<file path="src/rtl/pipeline_pkg.sv">
// Shared encodings for the pipeline hazard/control logic: FSM states, register
// and ALU-op constants, and the bundled stall/flush control word.
package pipeline_pkg;

    typedef enum logic {
        RUN   = 1'b0,
        STALL = 1'b1
    } hcu_state_e;

    localparam logic [4:0] REG_ZERO  = 5'd0;
    localparam logic [3:0] NOP_ALUOP = 4'd8;
    localparam int         CNT_W     = 4;

    typedef struct packed {
        logic pc_wre;
        logic if_id_wre;
        logic if_id_flush;
        logic id_ex_flush;
        logic ex_mem_flush;
    } hcu_ctrl_t;

    // Field order: {pc_wre, if_id_wre, if_id_flush, id_ex_flush, ex_mem_flush}
    localparam hcu_ctrl_t CTRL_RESET  = hcu_ctrl_t'(5'b00111);
    localparam hcu_ctrl_t CTRL_RUN    = hcu_ctrl_t'(5'b11000);
    localparam hcu_ctrl_t CTRL_BUBBLE = hcu_ctrl_t'(5'b00010);
    localparam hcu_ctrl_t CTRL_BRANCH = hcu_ctrl_t'(5'b11111);
    localparam hcu_ctrl_t CTRL_JUMP   = hcu_ctrl_t'(5'b11100);

endpackage

</file>
<file path="src/rtl/load_use_detect.sv">
// Combinational load-use comparator between the ID sources and the EX load
// destination; shared with the forwarding unit.
module load_use_detect
    import pipeline_pkg::*;
#(
    parameter int REG_ADDR_W = 5
) (
    input  logic [REG_ADDR_W-1:0] ID_rs,
    input  logic [REG_ADDR_W-1:0] ID_rt,
    input  logic                  ID_UsesRs,
    input  logic                  ID_UsesRt,
    input  logic                  EX_MemRead,
    input  logic                  EX_RegWre,
    input  logic [REG_ADDR_W-1:0] EX_WriteReg,
    output logic                  hazard
);

    logic ex_writes_live;
    logic rs_match;
    logic rt_match;

    // $zero is never a real producer, so a load "into" it cannot create a hazard.
    assign ex_writes_live = EX_MemRead & EX_RegWre &
                            (EX_WriteReg != REG_ADDR_W'(REG_ZERO));
    assign rs_match       = ID_UsesRs & (ID_rs == EX_WriteReg);
    assign rt_match       = ID_UsesRt & (ID_rt == EX_WriteReg);
    assign hazard         = ex_writes_live & (rs_match | rt_match);

endmodule

</file>
<file path="src/rtl/hazard_control_unit.sv">
// Stall/flush control for the pipeline registers: load-use stall FSM, branch and
// jump redirects. Define HAZARD_PERF_EN to build the stall/flush event counters.
module hazard_control_unit
    import pipeline_pkg::*;
#(
    parameter int REG_ADDR_W      = 5,
    parameter int LOAD_USE_STALLS = 1
) (
    input  logic                  Clk,
    input  logic                  Reset,
    input  logic [REG_ADDR_W-1:0] ID_rs,
    input  logic [REG_ADDR_W-1:0] ID_rt,
    input  logic                  ID_UsesRs,
    input  logic                  ID_UsesRt,
    input  logic                  ID_Jump,
    input  logic                  EX_MemRead,
    input  logic                  EX_RegWre,
    input  logic [REG_ADDR_W-1:0] EX_WriteReg,
    input  logic                  MEM_BranchTaken,
    output logic                  PCWre,
    output logic                  IF_ID_Wre,
    output logic                  IF_ID_Flush,
    output logic                  ID_EX_Flush,
    output logic                  EX_MEM_Flush,
    output logic [31:0]           StallCount,
    output logic [31:0]           FlushCount
);

    generate
        if (LOAD_USE_STALLS < 1 || LOAD_USE_STALLS > 15) begin : g_bad_cfg
            $error("hazard_control_unit: LOAD_USE_STALLS must be in 1..15");
        end
    endgenerate

    localparam logic [CNT_W-1:0] STALL_INIT = CNT_W'(LOAD_USE_STALLS - 1);
    localparam bit               MULTI_STALL = (LOAD_USE_STALLS > 1);

    hcu_state_e       state, state_n;
    logic [CNT_W-1:0] cnt, cnt_n;
    logic             hazard;
    hcu_ctrl_t        ctrl;

    load_use_detect #(.REG_ADDR_W(REG_ADDR_W)) u_lud (
        .ID_rs       (ID_rs),
        .ID_rt       (ID_rt),
        .ID_UsesRs   (ID_UsesRs),
        .ID_UsesRt   (ID_UsesRt),
        .EX_MemRead  (EX_MemRead),
        .EX_RegWre   (EX_RegWre),
        .EX_WriteReg (EX_WriteReg),
        .hazard      (hazard)
    );

    // Branch beats stall beats jump; a jump seen during STALL is simply dropped
    // and re-presented by ID once it advances.
    always_comb begin
        ctrl    = CTRL_RUN;
        state_n = state;
        cnt_n   = cnt;
        if (!Reset) begin
            ctrl    = CTRL_RESET;
            state_n = RUN;
            cnt_n   = '0;
        end else if (MEM_BranchTaken) begin
            ctrl    = CTRL_BRANCH;
            state_n = RUN;
            cnt_n   = '0;
        end else if (state == STALL) begin
            ctrl = CTRL_BUBBLE;
            if (cnt == CNT_W'(1)) begin
                state_n = RUN;
                cnt_n   = '0;
            end else begin
                cnt_n = cnt - CNT_W'(1);
            end
        end else if (hazard) begin
            ctrl = CTRL_BUBBLE;
            if (MULTI_STALL) begin
                state_n = STALL;
                cnt_n   = STALL_INIT;
            end
        end else if (ID_Jump) begin
            ctrl = CTRL_JUMP;
        end
    end

    always_ff @(posedge Clk or negedge Reset) begin
        if (!Reset) begin
            state <= RUN;
            cnt   <= '0;
        end else begin
            state <= state_n;
            cnt   <= cnt_n;
        end
    end

    assign PCWre        = ctrl.pc_wre;
    assign IF_ID_Wre    = ctrl.if_id_wre;
    assign IF_ID_Flush  = ctrl.if_id_flush;
    assign ID_EX_Flush  = ctrl.id_ex_flush;
    assign EX_MEM_Flush = ctrl.ex_mem_flush;

`ifdef HAZARD_PERF_EN
    logic stall_evt;
    logic redirect_evt;
    logic [31:0] stall_cnt_q;
    logic [31:0] flush_cnt_q;

    // With Reset high, ID_EX_Flush comes only from a bubble or a branch, and
    // IF_ID_Flush only from a branch or an honoured jump.
    assign stall_evt    = ctrl.id_ex_flush & ~MEM_BranchTaken;
    assign redirect_evt = ctrl.if_id_flush;

    always_ff @(posedge Clk or negedge Reset) begin
        if (!Reset) begin
            stall_cnt_q <= '0;
            flush_cnt_q <= '0;
        end else begin
            if (stall_evt)    stall_cnt_q <= stall_cnt_q + 32'd1;
            if (redirect_evt) flush_cnt_q <= flush_cnt_q + 32'd1;
        end
    end

    assign StallCount = stall_cnt_q;
    assign FlushCount = flush_cnt_q;
`else
    assign StallCount = '0;
    assign FlushCount = '0;
`endif

endmodule

</file>
<file path="config.mk">
export PLATFORM = sky130hd
export DESIGN_NAME = hazard_control_unit
export DESIGN_NICKNAME = d
export VERILOG_FILES = /design/src/rtl/pipeline_pkg.sv /design/src/rtl/load_use_detect.sv /design/src/rtl/hazard_control_unit.sv
export SDC_FILE = /design/constraint.sdc
export NUM_CORES = 1
export LEC_CHECK = 0
export BUFFER_PORTS_ARGS = -buffer_cell sky130_fd_sc_hd__buf_4
export CORE_MARGIN = 8
export CORE_UTILIZATION = 36
export CTS_CLUSTER_SIZE = 25
export DETAILED_ROUTE_END_ITERATION = 10
export PLACE_DENSITY = 0.8
export SYNTH_ARGS = -nofsm -noshare
export SYNTH_HDL_FRONTEND = slang
export SYNTH_SLANG_ARGS = --single-unit
</file>
<file path="constraint.sdc">
create_clock -name Clk -period 1.88 [get_ports Clk]
set_clock_uncertainty 0.1 [all_clocks]
set_input_delay 0.188 -clock Clk [delete_from_list [all_inputs] [get_ports Clk]]
set_output_delay 0.188 -clock Clk [all_outputs]
set_load 0.02 [all_outputs]
</file>
Word-level counts from Yosys, hierarchy flattened
Index checks and enable logic that the tools add are counted.
{"block": "classes", "reduce_logical": 1, "n_mux": 13, "n_bitwise": 6, "n_addsub": 1, "n_eq_ne": 4}
{"cell": "5-bit 2-to-1 mux", "n": 4}
{"cell": "4-bit 2-to-1 mux", "n": 4}
{"cell": "5-bit == test", "n": 2}
{"cell": "1-bit AND", "n": 5}
{"cell": "5-bit nonzero test", "n": 1}
{"cell": "4-bit by 1-bit == test with 1-bit output (second input constant)", "n": 1}
{"cell": "1-bit 2-to-1 mux", "n": 4}
{"cell": "4-bit by 1-bit subtractor with 4-bit output (second input constant)", "n": 1}
{"cell": "3-bit 2-to-1 mux", "n": 1}
{"cell": "3-bit by 1-bit != test with 1-bit output (second input constant)", "n": 1}
{"cell": "1-bit OR", "n": 1}
{"block": "totals", "register_bits": 5, "input_bits": 23, "word_cells": 27}

Logic depth before layout (Yosys ltp)
{"block": "logic_depth", "word_depth": 8, "mapped_depth": 5}

Modules after synthesis
From an unflattened synthesis, not the netlist that was laid out.
{"block": "unflattened", "hier_cells": 113, "area_unflattened_um2": 924.6}
{"module": "hazard_control_unit", "n_inst": 1, "cells_each": 96, "area_each_um2": 789.5}
{"module": "load_use_detect", "n_inst": 1, "cells_each": 17, "area_each_um2": 135.1}

Worst setup path before layout
Ideal clock, no wire load.
{"block": "synth_path", "path_kind": "input -> output", "from": "input EX_WriteReg[0]", "to": "output PCWre", "cell_stages": 5, "n_path_buf": 1, "required_time_ns": 1.592, "path_slack_ns": -0.012, "arrival_ns": 1.604, "path_cell_list": "or4_1 o211ai_2 nor2_1 a21oi_1 buf_4"}
{"block": "synth_via", "elab_chain_len": 8, "elab_cells_between_ends": 12}
{"item": "start: declaration", "line_no": "hazard_control_unit.sv:18", "source": "input logic [REG_ADDR_W-1:0] EX_WriteReg,"}
{"item": "5-bit == test (on tied branches)", "line_no": "load_use_detect.sv:25, load_use_detect.sv:26"}
{"item": "1-bit AND (on tied branches)", "line_no": "load_use_detect.sv:25, load_use_detect.sv:26"}
{"item": "1-bit OR", "line_no": "load_use_detect.sv:27", "source": "assign hazard = ex_writes_live & (rs_match | rt_match);"}
{"item": "1-bit AND (*)", "line_no": "load_use_detect.sv:27"}
{"item": "5-bit 2-to-1 mux (*)", "line_no": "hazard_control_unit.sv:76", "source": "end else if (hazard) begin"}
{"item": "5-bit 2-to-1 mux (*)", "line_no": "hazard_control_unit.sv:68", "source": "end else if (state == STALL) begin"}
{"item": "5-bit 2-to-1 mux (*)", "line_no": "hazard_control_unit.sv:64", "source": "end else if (MEM_BranchTaken) begin"}
{"item": "5-bit 2-to-1 mux (*)", "line_no": "hazard_control_unit.sv:60", "source": "if (!Reset) begin"}
{"item": "end: declaration", "line_no": "hazard_control_unit.sv:20", "source": "output logic PCWre,"}
Every way passes the cells marked *; elsewhere a longest branch is shown, timed or not.

Worst setup path in the final report
{"block": "layout_path", "from": "input EX_WriteReg[0]", "to": "output ID_EX_Flush"}
{"block": "layout_via", "elab_chain_len": 8, "elab_cells_between_ends": 12}
{"item": "5-bit == test (on tied branches)", "line_no": "load_use_detect.sv:25, load_use_detect.sv:26"}
{"item": "1-bit AND (on tied branches)", "line_no": "load_use_detect.sv:25, load_use_detect.sv:26"}
{"item": "1-bit OR", "line_no": "load_use_detect.sv:27"}
{"item": "1-bit AND (*)", "line_no": "load_use_detect.sv:27"}
{"item": "5-bit 2-to-1 mux (*)", "line_no": "hazard_control_unit.sv:76"}
{"item": "5-bit 2-to-1 mux (*)", "line_no": "hazard_control_unit.sv:68"}
{"item": "5-bit 2-to-1 mux (*)", "line_no": "hazard_control_unit.sv:64"}
{"item": "5-bit 2-to-1 mux (*)", "line_no": "hazard_control_unit.sv:60"}
{"item": "end: declaration", "line_no": "hazard_control_unit.sv:23", "source": "output logic ID_EX_Flush,"}
Marks and branches as above.

==> results.cfg <==
[pwr]
p_switching_mw = 0.205
leakagePower_nw = 0.524
ir_drop_v = 0.000296
p_int_mw = 0.248
p_comb_share_pct = 48.4
switching_share_pct = 45.3
power_density_mw_per_mm2 = 473
seqPwrFrac_pct = 23.9
power_frac_clock_pct = 27.8

[sta]
fin_crit_ns = 1.84
setup_violations = 0
tns_ns = 0
drv_slew = 0
report.final.hold_viol_count = 0
fmax_ghz = 0.545
hold_slack_ns = 0.189
period_share_pct = 97.7

[synth]
syn_area_um2 = 917
synth.area.top_cells = buf_4 53%, dfrtp_1 14%, xnor2_1 11%
avgSynthCellArea_um2 = 7.77
synth-seq-cells = 5
synth_cell_types = 22
synth_warnings = 0
synthCells = 118
synth_xor_area_share_pct = 10.5
yosys.area_share.adder_pct = 2.73
yosysTopAreaCell = buf_4
synth-simple-area-share_pct = 8.19
synthMuxAreaShare_pct = 1.09
synth-edff-count = 0
ys_top_cells_by_count = 65 x buf_4, 11 x xnor2_1, 6 x nand2_1
synth_compound_area_share_pct = 8.19
async_flop_share_pct = 100
synth_top_family_by_area = buffers and inverters
yosysSeqAreaShare_pct = 13.6
synth.most_common_cell = buf_4
synth_flop_cell = dfrtp_1
yosys.area.top_type_share_pct = 53.2

[drt]
num_vias = 607
final_antenna_net_count = 0
wl_um = 1950
wl_per_cell_um = 11.0
drt-vias-per-instance = 3.43
drtPass1Iterations = 1
drt-initial-drc-count = 0
drc = 0

[clock_tree]
clock_sinks = 5
cts_made_buffers = 3
clockRootBuffer = clkbuf_4
cts_buffer_depth = 2
cts_tree = done
clkTransAtPathRegs_ns = 0.05
htree_levels = 1
clk_latency_ns = 0.24

[critical_path]
cp.required_ns = 1.59
cp-start-kind = input port
arrival_ns = 1.55
r2r_slack_ns = 0.46
critPathKind = in -> out
cp-end-kind = output port
crit_fanout = 3

[placement]
place.gp.congestion = 0.719
place_area_um2 = 906
hpwl_um = 1770
placedCellCount = 172
io_buffers = 27

[cells_and_area]
utilization_pct = 39.0
nets = 173
final_cell_area_um2 = 957
synthToLayoutAreaGrowth_pct = 4.37
antenna_cells = 0
drive_above_1_share_pct = 23.8
stdcell_count = 177

[grt]
antenna_found_initial = 0
grt_pass1_wl_um = 2790
grt_use_total_pct = 7.69
grt_start_max_net_pins = 10
grt_pass1_vias = 642
overflow = 0

[die]
core_mm2 = 0.00245
die_x_um = 66.5
initial_core_util_pct = 37.4
die_y_um = 66.5
dieArea_mm2 = 0.00442
ios = 92
row_count = 18

[run_status]
status = complete, no violations

[run]
cap_violations = 0

[min_path]
hold_class = in -> async
## metrics by stage
stage / total power [mW] / worst slack, ns
final: 0.452 / 0.0439
after global routing: 0.477 / -0.00468
after floorplan: 0.365 / 0.135
after detailed placement: 0.318 / 0.00514
after CTS: 0.449 / 0.00559
after global placement: 0.316 / 0.0667
## metal layers
metal | part of all wire (%) | global-route usage [%] | vias up | wire, µm
met5 | 0 | 0 | - | 0
met4 | 0.77 | 3.20 | 0 | 15
met3 | 13 | 2.68 | 2 | 254
met2 | 53 | 15.0 | 46 | 1030
met1 | 33 | 6.98 | 258 | 648
li1 | - | - | 301 | -
## final timing paths
check / startpoint / end / cells after the start
min: Reset / cnt[2] / 2
min reg2reg: cnt[3] / cnt[3] / 1
max reg2reg: cnt[0] / cnt[2] / 4
max in group asynchronous: Reset / cnt[3] / 2
min in group Clk: MEM_BranchTaken / cnt[1] / 3
max: EX_WriteReg[0] / ID_EX_Flush / 6
## layout by cell type (no fill, tap or decap), drive strengths merged
cell and instances:
nand4 2, o211ai 1, dfrtp 5, clkbuf 4, o21ai 3, ha 2
o22ai 1, a211oi 1, nand2 6, nor3 1, nand2b 1, a21oi 5
xnor2 11, buf 27, dlygate4sd3 1, a211o 1, inv 4, mux2i 1
conb 64, nor2b 1, nor2 4, or4 1
## power groups by stage
stage | Sequential [mW] | Clock (mW) | Combinational (mW)
CTS | 0.108 | 0.130 | 0.211
global route | 0.108 | 0.134 | 0.236
floorplan | 0.110 | 0 | 0.255
global placement | 0.110 | 0 | 0.207
detailed placement | 0.110 | 0 | 0.208
finish | 0.108 | 0.126 | 0.219
## cells by family (layout without fill, tap and decap cells)
| group | count (synthesis) | after routing |
|---|---|---|
| other | 1 | 64 |
| AO/OA/AOI/OAI | 12 | 12 |
| buffers and inverters | 70 | 36 |
| multiplexers | 1 | 1 |
| flip-flops | 5 | 5 |
| AND/OR/NAND/NOR | 16 | 16 |
| adder cells (fa/ha/maj) | 2 | 2 |
| XOR/XNOR | 11 | 11 |
## sequential cells by signal, summed over array words and instances (netlist names)
register	count
cnt	4
state	1
## timing repair
action | 4_1_cts | 5_1_grt
resized for setup | 1 | 2
setup endpoints to repair | 1 | 2
hold endpoints to repair | 5 | 0
hold buffers | 1 | 0
pin swaps | 1 | 1
buffers inserted | 0 | 0
## critical path: stages
cell and delay [ns]:
buf_4 0.12, or4_4 0.55, o211ai_4 0.20, inv_2 0.04
a211o_1 0.28, buf_4 0.16
## cell type report
| type | instances | area, µm² |
|---|---|---|
| sequential | 5 | 125 |
| inverter | 4 | 15.0 |
| timing repair buffer | 28 | 213 |
| fill | 264 | 1500 |
| multi-input combinational | 106 | 541 |
| clock buffer | 4 | 26.3 |
| tap | 30 | 37.5 |
Note: power is estimated with default switching activity, not from simulation.
